$ cat src/rtl/alu_pkg.sv
// Shared ALU definitions: multiplier op encodings, multiplier FSM states and
// the datapath width.
package alu_pkg;

   localparam int XLEN      = 32;
   localparam int MUL_CNT_W = 6;

   typedef enum logic [1:0] {
      MUL_OP_MUL    = 2'b00,
      MUL_OP_MULH   = 2'b01,
      MUL_OP_MULHSU = 2'b10,
      MUL_OP_MULHU  = 2'b11
   } mul_op_e;

   typedef enum logic [1:0] {
      MUL_IDLE = 2'b00,
      MUL_CALC = 2'b01,
      MUL_FIX  = 2'b10,
      MUL_DONE = 2'b11
   } mul_state_e;

   // rs1 is signed for MULH and MULHSU; rs2 only for MULH.
   function automatic logic mul_a_signed(input mul_op_e op);
      return (op == MUL_OP_MULH) || (op == MUL_OP_MULHSU);
   endfunction

   function automatic logic mul_b_signed(input mul_op_e op);
      return (op == MUL_OP_MULH);
   endfunction

endpackage

$ cat src/rtl/add32_cla.sv
// 32-bit adder built from two 16-bit carry-lookahead blocks; the carry
// ripples between the halves and the carry-out forms bit 32 of the sum.
module cla16 (
   input  logic [15:0] x,
   input  logic [15:0] y,
   input  logic        cin,
   output logic [15:0] s,
   output logic        cout
);

   logic [15:0] p;
   logic [15:0] g;
   logic [15:0] c;
   logic [3:0]  gg;
   logic [3:0]  gp;
   logic [4:0]  gc;

   always_comb begin
      p  = x ^ y;
      g  = x & y;
      gg = '0;
      gp = '0;
      gc = '0;
      c  = '0;
      // Group generate/propagate for each 4-bit slice.
      for (int j = 0; j < 4; j++) begin
         gg[j] = g[4*j+3]
               | (p[4*j+3] & g[4*j+2])
               | (p[4*j+3] & p[4*j+2] & g[4*j+1])
               | (p[4*j+3] & p[4*j+2] & p[4*j+1] & g[4*j]);
         gp[j] = &p[4*j +: 4];
      end
      gc[0] = cin;
      for (int j = 0; j < 4; j++) begin
         gc[j+1] = gg[j] | (gp[j] & gc[j]);
      end
      for (int j = 0; j < 4; j++) begin
         c[4*j] = gc[j];
         for (int k = 1; k < 4; k++) begin
            c[4*j+k] = g[4*j+k-1] | (p[4*j+k-1] & c[4*j+k-1]);
         end
      end
      s    = p ^ c;
      cout = gc[4];
   end

endmodule

module add32_cla (
   input  logic [31:0] x,
   input  logic [31:0] y,
   input  logic        cin,
   output logic [32:0] sum
);

   logic        carry_mid;
   logic        carry_out;
   logic [15:0] s_lo;
   logic [15:0] s_hi;

   cla16 u_cla_lo (
      .x    (x[15:0]),
      .y    (y[15:0]),
      .cin  (cin),
      .s    (s_lo),
      .cout (carry_mid)
   );

   cla16 u_cla_hi (
      .x    (x[31:16]),
      .y    (y[31:16]),
      .cin  (carry_mid),
      .s    (s_hi),
      .cout (carry_out)
   );

   assign sum = {carry_out, s_hi, s_lo};

endmodule

$ cat src/rtl/mul_iter_32.sv
// Iterative radix-2 shift-add multiplier for MUL/MULH/MULHSU/MULHU:
// 32 add/shift cycles on operand magnitudes, then one sign-fix cycle.
module mul_iter_32
   import alu_pkg::*;
#(
   parameter int XLEN  = 32,
   parameter int CNT_W = 6
) (
   input  logic            clk,
   input  logic            rst_n,
   input  logic            in_valid,
   output logic            in_ready,
   input  logic [1:0]      op,
   input  logic [XLEN-1:0] a,
   input  logic [XLEN-1:0] b,
   input  logic            flush,
   output logic            out_valid,
   input  logic            out_ready,
   output logic [XLEN-1:0] result,
   output logic            busy
);

   mul_state_e      state_q, state_d;
   mul_op_e         op_q, op_d;
   logic            neg_q, neg_d;
   logic [XLEN-1:0] a_mag_q, a_mag_d;
   logic [XLEN-1:0] acc_hi_q, acc_hi_d;
   logic [XLEN-1:0] mplr_q, mplr_d;
   logic [XLEN-1:0] result_q, result_d;
   logic [CNT_W-1:0] cnt_q, cnt_d;
   logic            out_valid_q, out_valid_d;
   logic            busy_q, busy_d;

   mul_op_e         op_in;
   logic            a_neg;
   logic            b_neg;
   logic [XLEN-1:0] a_mag_in;
   logic [XLEN-1:0] b_mag_in;

   logic            in_fix;
   logic [XLEN-1:0] add_lo_x;
   logic [XLEN-1:0] add_lo_y;
   logic [XLEN-1:0] add_hi_x;
   logic [XLEN-1:0] add_zero;
   logic [XLEN:0]   add_lo_sum;
   logic [XLEN:0]   add_hi_sum;
   logic            unused_hi_carry;
   logic [XLEN-1:0] p_lo;
   logic [XLEN-1:0] p_hi;

   assign op_in    = mul_op_e'(op);
   assign a_neg    = mul_a_signed(op_in) & a[XLEN-1];
   assign b_neg    = mul_b_signed(op_in) & b[XLEN-1];
   assign a_mag_in = a_neg ? (~a + XLEN'(1)) : a;
   assign b_mag_in = b_neg ? (~b + XLEN'(1)) : b;

   // The low adder accumulates in CALC; in FIX it and the high adder form
   // the 64-bit two's-complement negation as one carry chain.
   assign in_fix   = (state_q == MUL_FIX);
   assign add_zero = '0;
   assign add_lo_x = in_fix ? ~mplr_q : acc_hi_q;
   assign add_lo_y = (!in_fix && mplr_q[0]) ? a_mag_q : '0;
   assign add_hi_x = ~acc_hi_q;

   add32_cla u_add_lo (
      .x   (add_lo_x),
      .y   (add_lo_y),
      .cin (in_fix),
      .sum (add_lo_sum)
   );

   add32_cla u_add_hi (
      .x   (add_hi_x),
      .y   (add_zero),
      .cin (add_lo_sum[XLEN]),
      .sum (add_hi_sum)
   );

   assign unused_hi_carry = add_hi_sum[XLEN];
   assign p_lo = neg_q ? add_lo_sum[XLEN-1:0] : mplr_q;
   assign p_hi = neg_q ? add_hi_sum[XLEN-1:0] : acc_hi_q;

   always_comb begin
      state_d     = state_q;
      op_d        = op_q;
      neg_d       = neg_q;
      a_mag_d     = a_mag_q;
      acc_hi_d    = acc_hi_q;
      mplr_d      = mplr_q;
      result_d    = result_q;
      cnt_d       = cnt_q;
      out_valid_d = out_valid_q;

      case (state_q)
         MUL_IDLE: begin
            if (in_valid) begin
               op_d     = op_in;
               neg_d    = a_neg ^ b_neg;
               a_mag_d  = a_mag_in;
               acc_hi_d = '0;
               mplr_d   = b_mag_in;
               cnt_d    = '0;
               state_d  = MUL_CALC;
            end
         end
         MUL_CALC: begin
            // The 33-bit sum shifted right by one always fits in 32 bits.
            acc_hi_d = add_lo_sum[XLEN:1];
            mplr_d   = {add_lo_sum[0], mplr_q[XLEN-1:1]};
            cnt_d    = cnt_q + CNT_W'(1);
            if (cnt_q == CNT_W'(XLEN - 1)) begin
               state_d = MUL_FIX;
            end
         end
         MUL_FIX: begin
            result_d = (op_q == MUL_OP_MUL) ? p_lo : p_hi;
            state_d  = MUL_DONE;
         end
         MUL_DONE: begin
            out_valid_d = 1'b1;
            if (out_valid_q && out_ready) begin
               out_valid_d = 1'b0;
               state_d     = MUL_IDLE;
            end
         end
         default: state_d = MUL_IDLE;
      endcase

      if (flush) begin
         state_d     = MUL_IDLE;
         out_valid_d = 1'b0;
      end

      busy_d = (state_d != MUL_IDLE);
   end

   always_ff @(posedge clk) begin
      if (!rst_n) begin
         state_q     <= MUL_IDLE;
         op_q        <= MUL_OP_MUL;
         neg_q       <= 1'b0;
         a_mag_q     <= '0;
         acc_hi_q    <= '0;
         mplr_q      <= '0;
         result_q    <= '0;
         cnt_q       <= '0;
         out_valid_q <= 1'b0;
         busy_q      <= 1'b0;
      end else begin
         state_q     <= state_d;
         op_q        <= op_d;
         neg_q       <= neg_d;
         a_mag_q     <= a_mag_d;
         acc_hi_q    <= acc_hi_d;
         mplr_q      <= mplr_d;
         result_q    <= result_d;
         cnt_q       <= cnt_d;
         out_valid_q <= out_valid_d;
         busy_q      <= busy_d;
      end
   end

   assign in_ready  = (state_q == MUL_IDLE);
   assign out_valid = out_valid_q;
   assign result    = result_q;
   assign busy      = busy_q;

endmodule

$ cat config.mk
export PLATFORM = sky130hd
export DESIGN_NAME = mul_iter_32
export DESIGN_NICKNAME = d
export VERILOG_FILES = /design/src/rtl/alu_pkg.sv /design/src/rtl/add32_cla.sv /design/src/rtl/mul_iter_32.sv
export SDC_FILE = /design/constraint.sdc
export NUM_CORES = 1
export LEC_CHECK = 0
export CAP_MARGIN = 15
export CORE_ASPECT_RATIO = 1.1
export CORE_MARGIN = 3
export CORE_UTILIZATION = 28
export CTS_BUF_LIST = sky130_fd_sc_hd__clkbuf_8
export CTS_CLUSTER_SIZE = 16
export DETAILED_ROUTE_END_ITERATION = 8
export GPL_ROUTABILITY_DRIVEN = 1
export PLACE_DENSITY = 0.47
export SYNTH_ARGS = -nofsm -noshare
export SYNTH_HDL_FRONTEND = slang
export SYNTH_SLANG_ARGS = --single-unit
$ cat constraint.sdc
create_clock -name clk -period 7.4 [get_ports clk]
set_input_delay 1.11 -clock clk [delete_from_list [all_inputs] [get_ports clk]]
set_output_delay 1.11 -clock clk [all_outputs]
set_load 0.03 [all_outputs]
==> reports/qor.yml, run 1 <==
run_status:
  status: "finished, final reports clean"
drt:
  wl_per_cell_um: 18.4
  avgViaCountPerCell: 5.14
  drt_iter0_drc: 603
  ant_nets: 0
  drtPass1Iterations: 5
  wl_um: 30200
  vias: 8441
  drc: 0
place:
  hpwl_um: 22500
  place_congestion: 0.839
  pre_cts_slack_ps: 1670
  placed_area_um2: 10900
  io_buffers: 105
cells_and_area:
  final_cell_area_um2: 11400
  area_growth_pct: 19.1
  final_cell_mix: "dfxtp_1, nor2_1, nand2_1"
  fin_util_pct: 34.0
  fin_nets: 1351
  num_antenna_cells: 0
  drive_above_1_share_pct: 7.77
  mostFrequentLayoutCell: "dfxtp_1"
grt:
  grt_usage_pct: 16.6
  grt_pass1_wl_um: 47800
  overflow: 0
  grt_start_max_net_pins: 92
  grt_pass1_vias: 8081
  antenna_found_initial: 0
setup_path:
  cp-start-kind: "flip-flop"
  cp.arrival_ps: 6090
  reg2reg_slack_ps: 1620
  cp.required_ps: 7710
  r2r_cells: 17
  r2r-end: "result[31]"
  cp_max_fo: 91
  end_kind: "flip-flop"
  worstSetupPathType: "flip-flop to flip-flop"
  r2r-start: "state_q[0]"
sta:
  timing.fmax_mhz: 173
  rsz0062_at_grt: "no"
  tightest_slew_ps: 1100
  min_period_ps: 5780
  setup_violations: 0
  fin_skew_ps: 18.4
  hold_viol_final: 0
  finalSetupTns_ps: 0
  finalWorstSetupSlack_ps: 1620
  period_share_pct: 78.1
  relSlewSlack_pct: 26.5
  whs_ps: 454
  drv_slew: 0
flow_run:
  maxCapViolCount: 0
floorplanning:
  fp.dieH_um: 200
  placementRows: 70
  core_um2: 33500
  die_area_um2: 36400
  initial_core_util_pct: 28.5
  pin_count: 106
  die_w_um: 182
logic_synthesis:
  mappedNetlistArea_um2: 9550
  async_reset_ff_share_pct: 0
  synth-main-ff-cell: "dfxtp_1"
  synthesis.nets: 1295
  synth_cell_types: 60
  synth-seq-cells: 141
  avgSynthCellArea_um2: 8.37
  seq_area_frac_synth_pct: 29.6
  synth_edf_count: 0
  yosysWarnings: 0
  syn_inst: 1141
clock_tree:
  cts_setup_buffers: 0
  clock_latency_ps: 460
  clkSinkCount: 141
  cts_resized: 0
  tritoncts: "built"
  htree_levels: 4
  numCtsBuffers: 17
  cts-hold-fix-buffers: 0
  cts_root_buf: "clkbuf_8"
  clk_pin_slew_ps: 90
  cts_buffer_depth: 2
min_path:
  whs_endpoint: "result[27]"
  hp-start: "result[27]"
  min_path_type: "flip-flop to flip-flop"
  holdPathStages: 2
power:
  peakVddDrop_uv: 96.3
  p_leak_uw: 0.00434
  power_per_cell_area_nw_per_um2: 160
-- worst max-delay path, cell delays in order, from the launching register on --
cell and delay [ps]:
dfxtp_1 610, inv_1 220, nand2_4 640, o21ai_0 320
ha_1 400, a41oi_1 220, o21ai_0 120, nor3_1 470
a221oi_2 230, o31ai_1 370, inv_1 100, fa_1 380
fa_1 390, fa_1 380, xor2_1 180, a211oi_1 320
a211o_1 150, a21oi_1 60
-- cells by family (layout without fill, tap and decap cells) --
group,Yosys count,after routing,synth area share (%)
adder cells (fa/ha/maj),83,83,12.7
multiplexers,26,26,5.88
buffers and inverters,125,194,5.03
flip-flops,141,141,29.6
XOR/XNOR,70,70,6.42
AND/OR/NAND/NOR,391,391,19.1
AO/OA/AOI/OAI,305,305,21.4
-- flip-flops by register name (all words and copies together), names as in the netlist --
register   count
neg_q          1
op_q           2
mplr_q        32
out_valid      1
busy           1
acc_hi_q      32
result        32
a_mag_q       32
cnt_q          6
state_q        2
-- how the worst max path moves through the flow --
stage	startpoint	to	slack [ps]	cells past startpoint
after floorplan	state_q[0]	result[30]	2450	20
after global placement	state_q[0]	result[30]	1820	16
after detailed placement	state_q[0]	result[30]	1670	16
after CTS	state_q[0]	result[30]	1630	16
after global routing	state_q[0]	result[31]	1160	17
final	state_q[0]	result[31]	1620	17
-- metrics by stage --
stage,std cells,power [µW]
after floorplan,1141,1020
after detailed placement,1610,1150
after global routing,1642,1910
after global placement,1610,1150
after CTS,1642,1840
final,1642,1820
-- per-layer routing --
metal | track usage (%) | share of wire [%]
met5 | 0 | 0
met4 | 3.58 | 0.84
met3 | 2.15 | 5.1
met2 | 24.4 | 43
met1 | 25.6 | 51
-- layout make-up --
class                      count  area (µm²)
multi-input combinational    875        6260
timing repair buffer         118        1150
clock inverter                14         180
tap                          432         541
fill                        3518       22100
clock buffer                  18         248
sequential                   141        2820
inverter                      44         166
-- power by group --
group / switching, µW / total, µW / leakage [µW] / internal (µW)
registers: 37.3 / 827 / 0.00115 / 789
logic: 168 / 305 / 0.00298 / 137
clock network: 345 / 693 / 0.000211 / 349
-- cells in the mapped netlist (2+ instances only) --
cell	instances	share of area, %
nor2_1	130	5.1
a21oi_1	83	4.4
or4_1	6	0.47
and4_1	2	0.18
xnor2_1	37	3.4
nand2_1	126	5.0
o31ai_1	9	0.71
a222oi_1	20	2.1
o41ai_2	4	0.68
nor4_1	10	0.66
or3_1	7	0.46
fa_1	23	4.8
nand2b_1	7	0.46
o21ai_0	64	3.4
and2_1	6	0.39
nor2b_1	11	0.72
nor4_2	3	0.39
or2_2	5	0.33
a311oi_1	4	0.37
o21a_1	7	0.55
and3_1	37	2.4
a22oi_1	40	3.1
inv_1	43	1.7
a211oi_1	30	2.4
buf_2	3	0.16
ha_1	60	7.9
o41ai_1	5	0.46
dfxtp_1	141	30
nor3_1	18	0.94
a211o_1	4	0.37
mux4_2	24	5.7
a21o_1	2	0.16
clkbuf_1	72	2.8
nand3_1	10	0.52
nand4_1	5	0.33
a41oi_1	2	0.18
buf_1	5	0.20
o22ai_1	10	0.66
nand3b_1	4	0.31
a31oi_1	10	0.66
xor2_1	33	3.0
Power figures use the tool's default switching activity.
==> run 2: changes to the inputs <==
PLACE_DENSITY = 0.49   (was 0.47)
clock period = 5.1 ns   (was 7.4 ns; I/O delays follow)
==> reports/qor.yml, run 2 (same netlist as run 1, synthesis figures left out) <==
sta:
  relSlewSlack_pct: 16.5  # was 26.5%
  rsz0062_at_grt: "no"  # unchanged
  hold_viol_final: 0  # unchanged
  finalWorstSetupSlack_ps: 238  # was 1620 ps
  tightest_slew_ps: 1250  # was 1100 ps
  fin_skew_ps: 11.9  # was 18.4 ps
  setup_violations: 0  # unchanged
  timing.fmax_mhz: 206  # was 173 MHz
  drv_slew: 0  # unchanged
  whs_ps: 458  # was 454 ps
  period_share_pct: 95.3  # was 78.1%
  finalSetupTns_ps: 0  # unchanged
  min_period_ps: 4860  # was 5780 ps
setup_path:
  r2r-start: "state_q[0]"  # unchanged
  cp.arrival_ps: 5200  # was 6090 ps
  cp.required_ps: 5440  # was 7710 ps
  path_common_cell: "fa_1"  # unchanged
  cp_max_fo: 33  # was 91
  end_kind: "flip-flop"  # unchanged
  path_cells: "inv_1 > nand2_8 > buf_4 > nand2_1 > o21ai_0 > ha_1 > o21a_1 > a21oi_1 > o211ai_1 > or2_2 > o31ai_1 > inv_1 > fa_1 > fa_1 > fa_1 > mux4_2 > nand2_1 > a21oi_1"  # was inv_1 > nand2_4 > o21ai_0 > ha_1 > a41oi_1 > o21ai_0 > nor3_1 > a221oi_2 > o31ai_1 > inv_1 > fa_1 > fa_1 > fa_1 > xor2_1 > a211oi_1 > a211o_1 > a21oi_1
  cp-start-kind: "flip-flop"  # unchanged
  worstSetupPathType: "flip-flop to flip-flop"  # unchanged
  r2r-end: "result[30]"  # was result[31]
  r2r_cells: 18  # was 17
  reg2reg_slack_ps: 240  # was 1620 ps
  cp_slowest_stage_delay_ps: 460  # was 640 ps
  cp_slowest_cell: "fa_1"  # was nand2_4
min_path:
  hp-start: "result[14]"  # was result[27]
  min_path_type: "flip-flop to flip-flop"  # unchanged
  whs_endpoint: "result[14]"  # was result[27]
  holdPathStages: 2  # unchanged
cells_and_area:
  drive_above_1_share_pct: 8.37  # was 7.77%
  nFillCells: 3526  # was 3518
  area_growth_pct: 19.8  # was 19.1%
  fin_nets: 1359  # was 1351
  mostFrequentLayoutCell: "dfxtp_1"  # unchanged
  final_cell_mix: "dfxtp_1, nor2_1, nand2_1"  # unchanged
  num_antenna_cells: 0  # unchanged
  final_cells: 1650  # was 1642
clock_tree:
  cts_buffer_depth: 2  # unchanged
  tritoncts: "built"  # unchanged
  htree_levels: 4  # unchanged
  clkSinkCount: 141  # unchanged
  clk_pin_slew_ps: 90  # about the same
  numCtsBuffers: 17  # unchanged
  clock_latency_ps: 460  # about the same
  cts_root_buf: "clkbuf_8"  # unchanged
  cts_setup_buffers: 0  # unchanged
place:
  pre_cts_slack_ps: 234  # was 1670 ps
  dp.cells: 1618  # was 1610
  io_buffers: 105  # unchanged
  hpwl_um: 23200  # was 22500 µm
  place_congestion: 0.856  # was 0.839
floorplanning:
  placementRows: 70  # unchanged
  initial_core_util_pct: 28.5  # unchanged
  fp.dieH_um: 200  # unchanged
  die_w_um: 182  # unchanged
  pin_count: 106  # unchanged
  core_um2: 33500  # unchanged
  die_area_um2: 36400  # unchanged
run_status:
  status: "finished, final reports clean"  # unchanged
drt:
  drc: 0  # unchanged
  avgViaCountPerCell: 5.19  # was 5.14
  ant_nets: 0  # unchanged
  drt_iter0_drc: 757  # was 603
  drtPass1Iterations: 6  # was 5
  wl_per_cell_um: 18.7  # was 18.4 µm
  vias: 8570  # was 8441
  wl_um: 30900  # was 30200 µm
power:
  p_leak_uw: 0.00437  # was 0.00434 µW
  peakVddDrop_uv: 132  # was 96.3 µV
  power_per_cell_area_nw_per_um2: 227  # was 160 nW/µm²
grt:
  grt_start_max_net_pins: 83  # was 92
  grt_usage_pct: 16.8  # was 16.6%
  grt_pass1_vias: 8230  # was 8081
  grt_pass1_wl_um: 48100  # was 47800 µm
  antenna_found_initial: 0  # unchanged
  overflow: 0  # unchanged
flow_run:
  maxCapViolCount: 0  # unchanged
[run 2: cell types whose count changed in the layout (fill, tap and decap cells not counted), sizes merged]
| cell | change |
|---|---|
| bufinv | -1 |
| clkinvlp | +2 |
| buf | +8 |
| inv | -1 |
[run 2: report_power, final]
group	switching, µW	internal [µW]	total [µW]
Clock	498	456	954
Sequential	59.7	1150	1200
Combinational	244	201	445
[run 2: how the worst max path moves through the flow]
| stage | start | to |
|---|---|---|
| final | state_q[0] | result[30] |
| after floorplan | state_q[0] | result[30] |
| after CTS | state_q[0] | result[30] |
| after global routing | state_q[0] | result[30] |
| after global placement | state_q[0] | result[30] |
| after detailed placement | state_q[0] | result[30] |
[run 2: what timing repair did]
action | CTS | global route
endpoints found under the setup margin | 0 | 5
resized for setup | 0 | 3
hold buffers | 0 | 0
[run 2: layout make-up]
| class | count | area, µm² | share of cell area (%) |
|---|---|---|---|
| clock inverter | 14 | 159 | 1.39 |
| clock buffer | 18 | 248 | 2.16 |
| multi-input combinational | 875 | 6270 | 54.8 |
| inverter | 44 | 166 | 1.45 |
| timing repair buffer | 126 | 1230 | 10.8 |
| tap | 432 | 541 | 4.72 |
| sequential | 141 | 2820 | 24.7 |
[run 2: metrics by stage]
| step | total power [µW] | instance area [µm²] | utilization, % |
|---|---|---|---|
| 2_1_floorplan | 1480 | 9550 | - |
| 3_3_place_gp | 1670 | 11000 | 33.0 |
| 3_5_place_dp | 1670 | 11000 | 33.0 |
| 4_1_cts | 2630 | 11400 | 34.2 |
| 5_1_grt | 2730 | 11400 | 34.2 |
| 6_report | 2600 | 11400 | 34.2 |
[run 2: metal layers]
layer | share of wire (%) | track usage (%)
met3 | 5.0 | 2.55
met1 | 49 | 24.6
met2 | 44 | 25.8
met4 | 1.9 | 4.66
met5 | 0 | 0
[run 2: critical path: cells and delay by family (launching register included)]
family	cells	cell delay, ps
adders and majority gates	4	1600
AOI/OAI and AO/OA	6	1100
and+or+nand+nor	4	680
buffers and inverters	3	570
muxes	1	460
DFF	1	320
